$ cat src/rtl/modulo_display_contador_7seg.sv
// -----------------------------------------------------------------------------
// modulo_display_contador_7seg
//
// Purpose:
//   Converts the 7-bit counter value to 3-digit BCD with an iterative
//   double-dabble FSM (9 cycles per conversion, free running).
//   Drives a time-multiplexed 3-digit common-anode 7-segment display.
//   Also exports the latched BCD result and a conversion-done strobe.
//
// Optional build macro:
//   MODULO_DISPLAY_BLANK_EN - leading-zero blanking of the tens and hundreds slots.
//
// Parameters:
//   SCAN_DIV   clk cycles per display digit slot (>= 2)
//
// Ports:
//   clk        in   system clock, rising edge
//   clr        in   asynchronous active-low reset
//   valor[6:0] in   binary value 0..127
//   bcd[11:0]  out  latched BCD {hundreds, tens, units}
//   conv_done  out  one-cycle pulse in the cycle bcd takes a new value
//   an[2:0]    out  digit enables, active-low (0 units, 1 tens, 2 hundreds)
//   seg[6:0]   out  segments, active-low, {g,f,e,d,c,b,a}
// -----------------------------------------------------------------------------
module modulo_display_contador_7seg #(
  parameter int SCAN_DIV = 50000
) (
  input  logic        clk,
  input  logic        clr,
  input  logic [6:0]  valor,
  output logic [11:0] bcd,
  output logic        conv_done,
  output logic [2:0]  an,
  output logic [6:0]  seg
);

  localparam int PW = $clog2(SCAN_DIV);

  typedef enum logic [1:0] {IDLE, SHIFT, UPDATE} state_t;

  // ---------------------------------------------------------------------------
  // Double-dabble conversion
  // ---------------------------------------------------------------------------
  state_t      r_state, w_state_nxt;
  logic [6:0]  r_shift, w_shift_nxt;
  logic [11:0] r_work,  w_work_nxt;
  logic [2:0]  r_iter,  w_iter_nxt;
  logic [11:0] w_adj;
  logic        w_load;
  logic [11:0] r_bcd;
  logic        r_done;

  // Add-3 correction on every nibble that would overflow past 9 once doubled.
  always_comb begin
    w_adj = r_work;
    for (int i = 0; i < 3; i++) begin
      if (r_work[i*4 +: 4] >= 4'd5)
        w_adj[i*4 +: 4] = r_work[i*4 +: 4] + 4'd3;
    end
  end

  always_comb begin
    w_state_nxt = r_state;
    w_shift_nxt = r_shift;
    w_work_nxt  = r_work;
    w_iter_nxt  = r_iter;
    w_load      = 1'b0;
    case (r_state)
      IDLE: begin
        w_shift_nxt = valor;
        w_work_nxt  = '0;
        w_iter_nxt  = '0;
        w_state_nxt = SHIFT;
      end
      SHIFT: begin
        {w_work_nxt, w_shift_nxt} = {w_adj, r_shift} << 1;
        w_iter_nxt = r_iter + 3'd1;
        if (r_iter == 3'd6) w_state_nxt = UPDATE;
      end
      UPDATE: begin
        w_load      = 1'b1;
        w_state_nxt = IDLE;
      end
      default: w_state_nxt = IDLE;
    endcase
  end

  always_ff @(posedge clk or negedge clr) begin
    if (!clr) begin
      r_state <= IDLE;
      r_shift <= '0;
      r_work  <= '0;
      r_iter  <= '0;
    end else begin
      r_state <= w_state_nxt;
      r_shift <= w_shift_nxt;
      r_work  <= w_work_nxt;
      r_iter  <= w_iter_nxt;
    end
  end

  // bcd and the strobe change on the same edge, so the pulse marks new data.
  always_ff @(posedge clk or negedge clr) begin
    if (!clr) begin
      r_bcd  <= '0;
      r_done <= 1'b0;
    end else begin
      r_done <= w_load;
      if (w_load) r_bcd <= r_work;
    end
  end

  assign bcd       = r_bcd;
  assign conv_done = r_done;

  // ---------------------------------------------------------------------------
  // Display scan
  // ---------------------------------------------------------------------------
  logic [PW-1:0] r_pre;
  logic [1:0]    r_idx;
  logic [2:0]    r_an;
  logic [6:0]    r_seg;
  logic          w_tick;
  logic [3:0]    w_digit;
  logic          w_blank;
  logic [2:0]    w_an_nxt;
  logic [6:0]    w_seg_nxt;

  assign w_tick = (r_pre == PW'(SCAN_DIV - 1));

  always_comb begin
    case (r_idx)
      2'd0:    w_digit = r_bcd[3:0];
      2'd1:    w_digit = r_bcd[7:4];
      2'd2:    w_digit = r_bcd[11:8];
      default: w_digit = 4'hF;
    endcase
  end

`ifdef MODULO_DISPLAY_BLANK_EN
  // Units is never blanked, so a value of 0 still shows a single "0".
  always_comb begin
    w_blank = 1'b0;
    if (r_idx == 2'd2 && r_bcd[11:8] == 4'd0) w_blank = 1'b1;
    if (r_idx == 2'd1 && r_bcd[11:4] == 8'd0) w_blank = 1'b1;
  end
`else
  assign w_blank = 1'b0;
`endif

  always_comb begin
    case (w_digit)
      4'd0:    w_seg_nxt = 7'b1000000;
      4'd1:    w_seg_nxt = 7'b1111001;
      4'd2:    w_seg_nxt = 7'b0100100;
      4'd3:    w_seg_nxt = 7'b0110000;
      4'd4:    w_seg_nxt = 7'b0011001;
      4'd5:    w_seg_nxt = 7'b0010010;
      4'd6:    w_seg_nxt = 7'b0000010;
      4'd7:    w_seg_nxt = 7'b1111000;
      4'd8:    w_seg_nxt = 7'b0000000;
      4'd9:    w_seg_nxt = 7'b0010000;
      default: w_seg_nxt = 7'b1111111;
    endcase
    if (w_blank) w_seg_nxt = 7'b1111111;
    w_an_nxt = w_blank ? 3'b111 : ~(3'b001 << r_idx);
  end

  // r_idx names the slot shown on the next tick; an/seg are loaded together
  // from it so the enable and the pattern always belong to the same digit.
  always_ff @(posedge clk or negedge clr) begin
    if (!clr) begin
      r_pre <= '0;
      r_idx <= '0;
      r_an  <= 3'b111;
      r_seg <= 7'b1111111;
    end else if (w_tick) begin
      r_pre <= '0;
      r_idx <= (r_idx == 2'd2) ? 2'd0 : r_idx + 2'd1;
      r_an  <= w_an_nxt;
      r_seg <= w_seg_nxt;
    end else begin
      r_pre <= r_pre + PW'(1);
    end
  end

  assign an  = r_an;
  assign seg = r_seg;

endmodule

$ cat config.mk
export PLATFORM = sky130hd
export DESIGN_NAME = modulo_display_contador_7seg
export DESIGN_NICKNAME = d
export VERILOG_FILES = /design/src/rtl/modulo_display_contador_7seg.sv
export SDC_FILE = /design/constraint.sdc
export NUM_CORES = 1
export LEC_CHECK = 0
export BUFFER_PORTS_ARGS = -buffer_cell sky130_fd_sc_hd__buf_4
export CAP_MARGIN = 25
export CORE_UTILIZATION = 45
export DETAILED_ROUTE_END_ITERATION = 10
export PLACE_DENSITY = 0.73
export SLEW_MARGIN = 25
export SYNTH_ARGS = -nofsm -noshare
export SYNTH_HDL_FRONTEND = slang
export SYNTH_SLANG_ARGS = --single-unit
$ cat constraint.sdc
create_clock -name clk -period 2.95 [get_ports clk]
set_input_delay 0.295 -clock clk [delete_from_list [all_inputs] [get_ports clk]]
set_output_delay 0.295 -clock clk [all_outputs]
set_load 0.01 [all_outputs]
==> results.py, run 1 <==
metrics = {
    "synthesis": {
        "post-synth-top-count-cell": "dfrtp_1",
        "ys_top_cells_by_area": "dfrtp_1 44%, dfstp_2 8.3%, ha_1 4.7%",
        "synth.top_cell.area_share_pct": 43.5,
        "syn-cell-area_sq_mm": 0.00316,
        "synth_enable_flop_cells": 0,
        "synthDistinctLibCells": 43,
        "synthArstFlopShare_pct": 100,
        "synthCells": 306,
        "ys_seq_area_share_pct": 51.8,
        "yosys_most_used_dff": "dfrtp_1",
        "synth_commonest_cells": "55 x dfrtp_1, 40 x nand2_1, 30 x nor2_1",
        "ys_ff_latch": 65,
        "synth_top_area_cell": "dfrtp_1",
        "yosysWarnings": 0,
        "synthesis.nets": 327,
        "syn_avg_cell_area_sq_um": 10.3,
    },
    "global_route": {
        "grt_pass1_vias": 2175,
        "overflow": 0,
        "antenna_found_initial": 0,
        "grt_max_degree": 66,
        "track_usage_pct": 17.0,
        "grt_pass1_wl_microns": 9760,
    },
    "timing": {
        "max_slew_margin_pct": 45.8,
        "tightest_slew_ps": 813,
        "setup-violations-final": 0,
        "setup_ws_ps": 853,
        "fin_crit_ps": 2100,
        "fmax_mhz": 477,
        "drv_slew": 0,
        "skew_ps": 10.1,
        "hold_ws_ps": 42.7,
        "fin_crit_sh_pct": 71.1,
        "rsz0062_at_grt": "no",
        "hold_viol": 0,
        "fin_setup_tns_ps": 0,
    },
    "drt": {
        "via_count": 2193,
        "met1_length_microns": 2650,
        "wl_met3_microns": 172,
        "drc_errors": 0,
        "antenna_left": 0,
        "drtIter0Drc": 50,
        "route.met2.wl_microns": 2730,
        "routed_wl_microns": 5600,
        "post_drt_wl_per_cell_microns": 12.8,
        "top_layer": "met4",
        "firstDrtPassIters": 4,
        "viasPerCell": 5.01,
    },
    "pwr": {
        "ir_drop_mv": 0.274,
        "power_density_mw_per_mm2": 519,
        "leakage_nw": 1.74,
        "fin_total_pwr_mw": 1.87,
    },
    "job": {
        "cap_violations": 0,
    },
    "critical_path": {
        "critical_path.endpoint_type": "flip-flop",
        "r2r_setup_slack_ps": 850,
        "cp_max_fo": 15,
        "r2r-end": "seg[4]$_DFFE_PN1N_",
        "criticalPathCategory": "reg -> reg",
        "startpoint_type": "flip-flop",
        "arrival_ps": 2380,
        "timing.rr.start": "r_pre[0]$_DFF_PN0_",
        "required_ps": 3240,
        "r2r_cells": 6,
    },
    "clock_network": {
        "clock_latency_ps": 340,
        "ctsResizeCount": 0,
        "cts_buffers": 9,
        "clk_path_buf_depth": 2,
        "hold_buffers": 0,
        "path_clk_slew_ps": 70,
        "postCtsSetupRepairBufs": 0,
        "htree_levels": 3,
        "cts_sinks": 65,
        "cts_tree": "built",
        "clock-root-buffer": "clkbuf_8",
    },
    "status": {
        "status": "finished, final reports clean",
    },
    "floorplanning": {
        "rows": 30,
        "io_pins": 32,
        "die_h_microns": 85.8,
        "initial_core_util_pct": 46.6,
        "die_area_sq_mm": 0.00737,
        "core_sq_mm": 0.00679,
        "dieWidth_microns": 85.8,
    },
    "layout": {
        "layout.nets": 358,
        "syn_to_final_growth_pct": 14.1,
        "layout-drive-gt1-share_pct": 21.3,
        "fin_cells": 438,
        "insertedDiodeCount": 0,
    },
    "place": {
        "portBuffers": 31,
        "dp_hpwl_microns": 3760,
        "dp_worst_setup_slack_ps": 876,
        "gp_congestion": 0.833,
        "placed_cells": 422,
    },
    "worst_hold_path": {
        "hp-class": "in -> async",
    },
}
[stage by stage]
step | area (sq um) | utilization, %
floorplan | 3160 | -
global placement | 3450 | 50.8
detailed placement | 3450 | 50.8
CTS | 3610 | 53.1
global route | 3610 | 53.1
finish | 3610 | 53.1
[per-layer routing]
| metal | up-vias | GRT usage, % |
|---|---|---|
| li1 | 1099 | - |
| met1 | 1056 | 20.4 |
| met2 | 32 | 29.2 |
| met3 | 6 | 5.68 |
| met4 | 0 | 4.55 |
| met5 | - | 0 |
[worst max path at each step]
stage | startpoint | endpoint | slack (ps) | depth (start not counted)
after CTS | r_pre[0]$_DFF_PN0_ | seg[4]$_DFFE_PN1N_ | 870 | 6
after floorplan | r_idx[0]$_DFFE_PN0N_ | seg[1]$_DFFE_PN1N_ | 1260 | 6
final | r_pre[0]$_DFF_PN0_ | seg[4]$_DFFE_PN1N_ | 850 | 6
after global placement | r_pre[0]$_DFF_PN0_ | seg[4]$_DFFE_PN1N_ | 990 | 6
after global routing | r_pre[0]$_DFF_PN0_ | seg[4]$_DFFE_PN1N_ | 670 | 6
after detailed placement | r_pre[0]$_DFF_PN0_ | seg[4]$_DFFE_PN1N_ | 880 | 6
[sequential cells by signal, indices dropped and copies added, names as in the netlist]
name and count:
r_work 12, r_shift 7, bcd 12, r_idx 2, seg 7, r_pre 16, r_iter 3, r_state 2
conv_done 1, an 3
[logic make-up after synthesis]
family          count (synthesis)  synth area share (%)
flops                          65                  51.8
fa+ha+maj                      12                  4.75
simple gates                  101                  14.7
buf+inv                        27                  4.07
compound gates                 64                  13.2
mux                            17                  5.97
xor+xnor                       20                  5.54
[cell type report]
| cell class | count | area [sq um] |
|---|---|---|
| Clock buffer | 12 | 135 |
| Tap cell | 96 | 120 |
| Inverter | 14 | 52.6 |
| Multi-Input combinational cell | 214 | 1400 |
| Clock inverter | 4 | 20.0 |
| Sequential cell | 65 | 1640 |
| Timing Repair Buffer | 33 | 248 |
| Fill cell | 608 | 3180 |
[worst max-delay path: stages, from the launching register on]
cell and delay [ps]:
dfrtp_1 400, ha_1 190, and3_1 220, and4_1 210, nand4_1 470, a221oi_1 440, a21o_1 120
[cells in the final DEF, fill, tap and decap left out, types with 8 or more instances in the layout]
cell type / Yosys / final
dfrtp_1: 55 / 55
nand2_1: 40 / 40
buf_4: 0 / 33
nor2_1: 30 / 30
o21ai_0: 26 / 26
a21oi_1: 16 / 16
ha_1: 12 / 12
inv_1: 11 / 11
xnor2_1: 10 / 10
xor2_1: 10 / 10
dfstp_2: 10 / 10
clkbuf_8: 0 / 9
mux2i_1: 8 / 8
[power by group]
group | internal [mW] | switching [mW] | total, mW
clock | 0.300 | 0.320 | 0.620
sequential | 0.928 | 0.0317 | 0.959
combinational | 0.140 | 0.154 | 0.294
total | 1.37 | 0.506 | 1.87
Note: power is estimated with default switching activity, not from simulation.
==> run 2: changes to the inputs <==
ABC_AREA = 1   (was not set)
PLACE_DENSITY = 0.75   (was 0.73)
clock period = 1.8 ns   (was 2.95 ns; I/O delays follow)
==> run 2 against run 1 <==
Effect of this change:
- via count is 21% higher
- synthesized cell count is 27% higher
- sequential power is 67% higher
- non-clock buffer count is 8 higher
- worst hold slack better by 20 ps
- critical path type unchanged
- largest power group unchanged
==> results.py, run 2 <==
metrics = {
    "synthesis": {
        "synth_compound_gate_area_share_pct": 12.9,
        "ys_top_cells_by_area": "dfrtp_1 41%, nand2_1 9.1%, dfstp_2 7.9%",
        "synthDistinctLibCells": 35,
        "synth_top_area_cell": "dfrtp_1",
        "ys_seq_area_share_pct": 49.3,
        "synthArstFlopShare_pct": 100,
        "yosys_most_used_dff": "dfrtp_1",
        "synthCells": 388,
        "post-synth-top-count-cell": "nand2_1",
        "yosysWarnings": 0,
        "synth.top_cell.area_share_pct": 41.4,
        "synthesis.nets": 409,
        "synthXorXnorAreaFrac_pct": 2.37,
        "syn_avg_cell_area_sq_um": 8.57,
        "synthMuxAreaShare_pct": 0,
        "synth_fa_ha_area_share_pct": 4.51,
        "ys_ff_latch": 65,
        "synth-simple-area-share_pct": 23.4,
        "synth_commonest_cells": "81 x nand2_1, 55 x dfrtp_1, 46 x inv_1, 46 x o21ai_0, 38 x nor2_1",
        "synth_enable_flop_cells": 0,
        "synth_top_family_by_area": "simple AND/OR/NAND/NOR gates",
        "syn-cell-area_sq_mm": 0.00333,
    },
    "place": {
        "portBuffers": 31,
        "dp_hpwl_microns": 4860,
        "dp_worst_setup_slack_ps": 42.3,
        "gp_congestion": 0.852,
    },
    "layout": {
        "multi_input_area_sq_mm": 0.00144,
        "fillers": 650,
        "largest_reg_flops": 16,
        "regMostFlops": "r_pre",
        "final_common_cell": "nand2_1",
        "seqCellArea_sq_mm": 0.00164,
        "layout-drive-gt1-share_pct": 21.7,
        "layout.nets": 453,
        "insertedDiodeCount": 0,
        "syn_to_final_growth_pct": 17.3,
        "final_core_util_pct": 55.9,
        "most-common-layout-cells": "81 x nand2_1, 53 x dfrtp_1, 46 x inv_1, 46 x o21ai_0, 39 x buf_4",
    },
    "floorplanning": {
        "die_area_sq_mm": 0.00774,
        "core_sq_mm": 0.00698,
        "dieWidth_microns": 88.0,
        "rows": 30,
        "die_h_microns": 88.0,
        "initial_core_util_pct": 47.6,
        "io_pins": 32,
    },
    "pwr": {
        "leakage_nw": 1.91,
        "ir_drop_mv": 0.383,
        "power_density_mw_per_mm2": 836,
        "fin_total_pwr_mw": 3.26,
    },
    "clock_network": {
        "htree_levels": 3,
        "cts_tree": "built",
        "cts_sinks": 65,
        "clock-root-buffer": "clkbuf_8",
        "clk_path_buf_depth": 2,
        "cts_buffers": 9,
        "clock_latency_ps": 330,
        "path_clk_slew_ps": 70,
    },
    "drt": {
        "routed_wl_microns": 6660,
        "via_count": 2661,
        "drtIter0Drc": 95,
        "post_drt_wl_per_cell_microns": 12.5,
        "drc_errors": 0,
        "firstDrtPassIters": 4,
        "antenna_left": 0,
        "viasPerCell": 4.99,
    },
    "global_route": {
        "overflow": 0,
        "antenna_found_initial": 0,
        "track_usage_pct": 19.2,
        "grt_max_degree": 43,
        "grt_pass1_vias": 2536,
        "grt_pass1_wl_microns": 11400,
    },
    "critical_path": {
        "timing.rr.start": "r_idx[1]$_DFFE_PN0N_",
        "cp_num_buf_inv": 2,
        "startpoint_type": "flip-flop",
        "criticalPathCategory": "reg -> reg",
        "cp_slowest_stage_delay_ps": 500,
        "r2r_cells": 9,
        "required_ps": 2070,
        "critPathTopFamily": "flip-flops",
        "crit_chain": "nor2_8, nand2_1, nand3_1, buf_4, ha_1, inv_1, a21oi_1, o21ai_0, a21oi_2",
        "r2r-end": "seg[5]$_DFFE_PN1N_",
        "cp_max_fo": 8,
        "cpMaxStageDelayCell": "dfrtp_2",
        "critical_path.endpoint_type": "flip-flop",
        "r2r_setup_slack_ps": 110,
        "arrival_ps": 1960,
    },
    "timing": {
        "fmax_mhz": 591,
        "setup-violations-final": 0,
        "tightest_slew_ps": 556,
        "skew_ps": 8.64,
        "drv_slew": 0,
        "fin_setup_tns_ps": 0,
        "rsz0062_at_grt": "yes",
        "fin_crit_sh_pct": 94.0,
        "setup_ws_ps": 108,
        "hold_ws_ps": 62.4,
        "max_slew_margin_pct": 62.9,
        "hold_viol": 0,
        "fin_crit_ps": 1690,
    },
    "worst_hold_path": {
        "holdPathStages": 3,
        "hold_start": "valor[4]",
        "hp-class": "in -> reg",
        "min_to": "r_shift[4]$_DFFE_PN0P_",
    },
    "job": {
        "cap_violations": 0,
    },
    "status": {
        "status": "finished, final reports clean",
    },
}
==> run 2: cell families (layout without fill, tap and decap cells) <==
kind of cell	after synthesis	count (layout)
flip-flops	65	65
AO/OA/AOI/OAI	74	74
AND/OR/NAND/NOR	168	168
adder cells (fa/ha/maj)	12	12
buffers and inverters	60	109
XOR/XNOR	9	9
==> run 2: worst max path at each step <==
stage | start | endpoint | slack, ps | cells past startpoint
global route | r_idx[1]$_DFFE_PN0N_ | seg[5]$_DFFE_PN1N_ | -3 | 9
detailed placement | r_idx[1]$_DFFE_PN0N_ | seg[1]$_DFFE_PN1N_ | 40 | 8
global placement | r_idx[1]$_DFFE_PN0N_ | seg[1]$_DFFE_PN1N_ | 120 | 8
finish | r_idx[1]$_DFFE_PN0N_ | seg[5]$_DFFE_PN1N_ | 110 | 9
CTS | r_idx[1]$_DFFE_PN0N_ | seg[5]$_DFFE_PN1N_ | 20 | 9
floorplan | r_idx[1]$_DFFE_PN0N_ | seg[1]$_DFFE_PN1N_ | 170 | 8
==> run 2: layout make-up <==
cell class | count | share of cell area [%]
Timing Repair Buffer | 41 | 8.27
Clock buffer | 13 | 4.33
Tap cell | 96 | 3.08
Multi-Input combinational cell | 263 | 36.9
Sequential cell | 65 | 42.1
Inverter | 52 | 5.00
Clock inverter | 3 | 0.385
==> run 2: power breakdown <==
| part | total [mW] | switching [mW] | internal [mW] |
|---|---|---|---|
| clock network | 1.14 | 0.532 | 0.607 |
| registers | 1.60 | 0.0783 | 1.53 |
| logic | 0.519 | 0.304 | 0.215 |
| total | 3.26 | 0.914 | 2.35 |
==> run 2: routing by layer <==
layer / GRT usage (%) / routed length (microns) / up-vias / part of all wire (%)
li1: - / - / 1343 / -
met1: 23.8 / 3090 / 1254 / 46
met2: 32.6 / 3240 / 56 / 49
met3: 4.43 / 257 / 8 / 3.9
met4: 6.86 / 78 / 0 / 1.2
met5: 0 / 0 / - / 0
==> run 2: metrics by stage <==
step / cells / instance area [sq um]
final: 533 / 3900
after global placement: 515 / 3700
after floorplan: 388 / 3330
after global routing: 533 / 3900
after CTS: 532 / 3890
after detailed placement: 515 / 3700
==> run 2: timing repair <==
action	CTS	global route
hold buffers	1	0
setup buffers	0	1
hold endpoints to repair	23	0
setup endpoints to repair	0	5
resized for setup	0	2
==> run 2: tightest hold or removal path, stage by stage <==
cell and delay [ps]:
buf_4 80, nand2_1 40, nand3_1 60
==> run 3: changes to the inputs <==
CELL_PAD_IN_SITES_DETAIL_PLACEMENT = 1   (was not set)
CELL_PAD_IN_SITES_GLOBAL_PLACEMENT = 1   (was not set)
CORE_UTILIZATION = 40   (was 45)
PLACE_DENSITY = 0.84   (was 0.75)
==> run 3 against run 2 <==
Effect of this change:
- setup slack worse by 12 ps
- worst hold slack worse by 9.2 ps
- core utilization is 5.6 points lower
- register-to-register slack hardly changed
- die area is 12% higher
- clock-buffer cell count stayed put
- maximum frequency is 0.72% lower
- sequential cell count stayed put
- design area is 1.7% higher
- largest cell class unchanged
- largest power group unchanged
- highest routed layer unchanged
==> results.py, run 3 (synthesized netlist as in run 2, its figures left out) <==
metrics = {
    "pwr": {
        "ir_drop_mv": 0.415,
        "power_density_mw_per_mm2": 815,
        "fin_total_pwr_mw": 3.23,
        "leakage_nw": 1.94,
    },
    "global_route": {
        "overflow": 0,
        "grt_max_degree": 38,
        "track_usage_pct": 20.9,
        "antenna_found_initial": 0,
        "grt_pass1_wl_microns": 14100,
        "grt_pass1_vias": 2931,
    },
    "drt": {
        "routed_wl_microns": 8440,
        "firstDrtPassIters": 4,
        "post_drt_wl_per_cell_microns": 15.4,
        "viasPerCell": 5.08,
        "drtIter0Drc": 76,
        "drc_errors": 0,
        "antenna_left": 0,
        "via_count": 2778,
    },
    "timing": {
        "tightest_slew_ps": 492,
        "fin_crit_ps": 1700,
        "skew_ps": 6.62,
        "hold_viol": 0,
        "drv_slew": 0,
        "max_slew_margin_pct": 67.1,
        "fin_crit_sh_pct": 94.7,
        "setup-violations-final": 0,
        "setup_ws_ps": 95.9,
        "fmax_mhz": 587,
    },
    "layout": {
        "most-common-layout-cells": "81 x nand2_1, 53 x dfrtp_1, 46 x inv_1, 46 x o21ai_0, 46 x buf_4",
        "layout-drive-gt1-share_pct": 22.9,
        "largest_reg_flops": 16,
        "final_common_cell": "nand2_1",
        "syn_to_final_growth_pct": 19.3,
        "layout.nets": 461,
        "insertedDiodeCount": 0,
        "regMostFlops": "r_pre",
    },
    "critical_path": {
        "required_ps": 2080,
        "startpoint_type": "flip-flop",
        "r2r_cells": 8,
        "criticalPathCategory": "reg -> reg",
        "cp_max_fo": 8,
        "arrival_ps": 1990,
        "critical_path.endpoint_type": "flip-flop",
    },
    "floorplanning": {
        "io_pins": 32,
        "rows": 32,
        "dieWidth_microns": 93.2,
        "initial_core_util_pct": 42.2,
        "core_sq_mm": 0.00789,
        "die_area_sq_mm": 0.00868,
        "die_h_microns": 93.2,
    },
    "clock_network": {
        "htree_levels": 3,
        "path_clk_slew_ps": 70,
        "cts_buffers": 9,
        "clock-root-buffer": "clkbuf_8",
        "clk_path_buf_depth": 2,
        "cts_sinks": 65,
        "cts_tree": "built",
        "clock_latency_ps": 340,
    },
    "status": {
        "status": "finished, final reports clean",
    },
    "worst_hold_path": {
        "holdPathStages": 3,
        "hp-class": "in -> reg",
    },
    "place": {
        "portBuffers": 31,
        "gp_congestion": 0.878,
        "dp_worst_setup_slack_ps": -4.59,
        "dp_hpwl_microns": 5820,
    },
    "job": {
        "cap_violations": 0,
    },
}
## run 3: cell count changes in the layout (fill, tap and decap cells not counted), sizes merged
cell	previous run	this run
buf	40	48
clkinv	3	2
clkinvlp	0	1
## run 3: layer usage
metal / up-vias / part of all wire, % / global-route usage, %
met2: 44 / 50 / 36.4
li1: 1353 / - / -
met5: - / 0 / 0
met1: 1370 / 45 / 25.4
met4: 0 / 1.9 / 7.31
met3: 11 / 2.8 / 4.80
## run 3: layout make-up
| type | count | area [sq um] |
|---|---|---|
| clock buffers | 13 | 149 |
| clock inverters | 3 | 17.5 |
| fillers | 953 | 3920 |
| inverters | 52 | 195 |
| multi-input cells | 263 | 1440 |
| flip-flops and latches | 65 | 1640 |
| well taps | 102 | 128 |
| repair buffers | 49 | 395 |
## run 3: report_power, final
group | internal, mW | total (mW) | switching, mW
sequential | 1.53 | 1.60 | 0.0727
combinational | 0.218 | 0.543 | 0.325
clock | 0.535 | 1.09 | 0.557
## run 3: worst paths after layout
| path | startpoint | endpoint | slack (ps) |
|---|---|---|---|
| max | r_idx[1]$_DFFE_PN0N_ | seg[1]$_DFFE_PN1N_ | 100 |
| min | valor[0] | r_shift[0]$_DFFE_PN0P_ | 50 |
| max reg2reg | r_idx[1]$_DFFE_PN0N_ | seg[1]$_DFFE_PN1N_ | 100 |
| min reg2reg | seg[4]$_DFFE_PN1N_ | seg[4]$_DFFE_PN1N_ | 490 |
| max in group asynchronous | clr | r_work[8]$_DFFE_PN0P_ | 960 |
| min in group asynchronous | clr | r_pre[5]$_DFF_PN0_ | 310 |
## run 3: per-stage QoR
| stage | std cells | area [sq um] | TNS (ps) | util (%) | hold WS [ps] |
|---|---|---|---|---|---|
| detailed placement | 522 | 3720 | -4.59 | 47.2 | 139 |
| global route | 547 | 3970 | -77.0 | 50.3 | 60.4 |
| CTS | 539 | 3900 | 0 | 49.5 | 37.7 |
| floorplan | 388 | 3330 | 0 | - | -116 |
| finish | 547 | 3970 | 0 | 50.3 | 53.2 |
| global placement | 522 | 3720 | 0 | 47.2 | 134 |
## run 3: worst max-delay path: stages (launching register included)
cell	delay (ps)
dfrtp_2	500
buf_4	170
nand3_1	90
nand2_2	90
nor2_8	80
inv_1	60
ha_1	290
or2_1	250
a21oi_2	130
## run 3: timing repair
| item | in CTS | in global routing |
|---|---|---|
| buffers inserted | 0 | 8 |
| gates resized for setup | 1 | 4 |
| hold buffers | 1 | 0 |
| pin swaps | 0 | 1 |
| setup endpoints to repair | 1 | 5 |
| hold endpoints to repair | 18 | 0 |
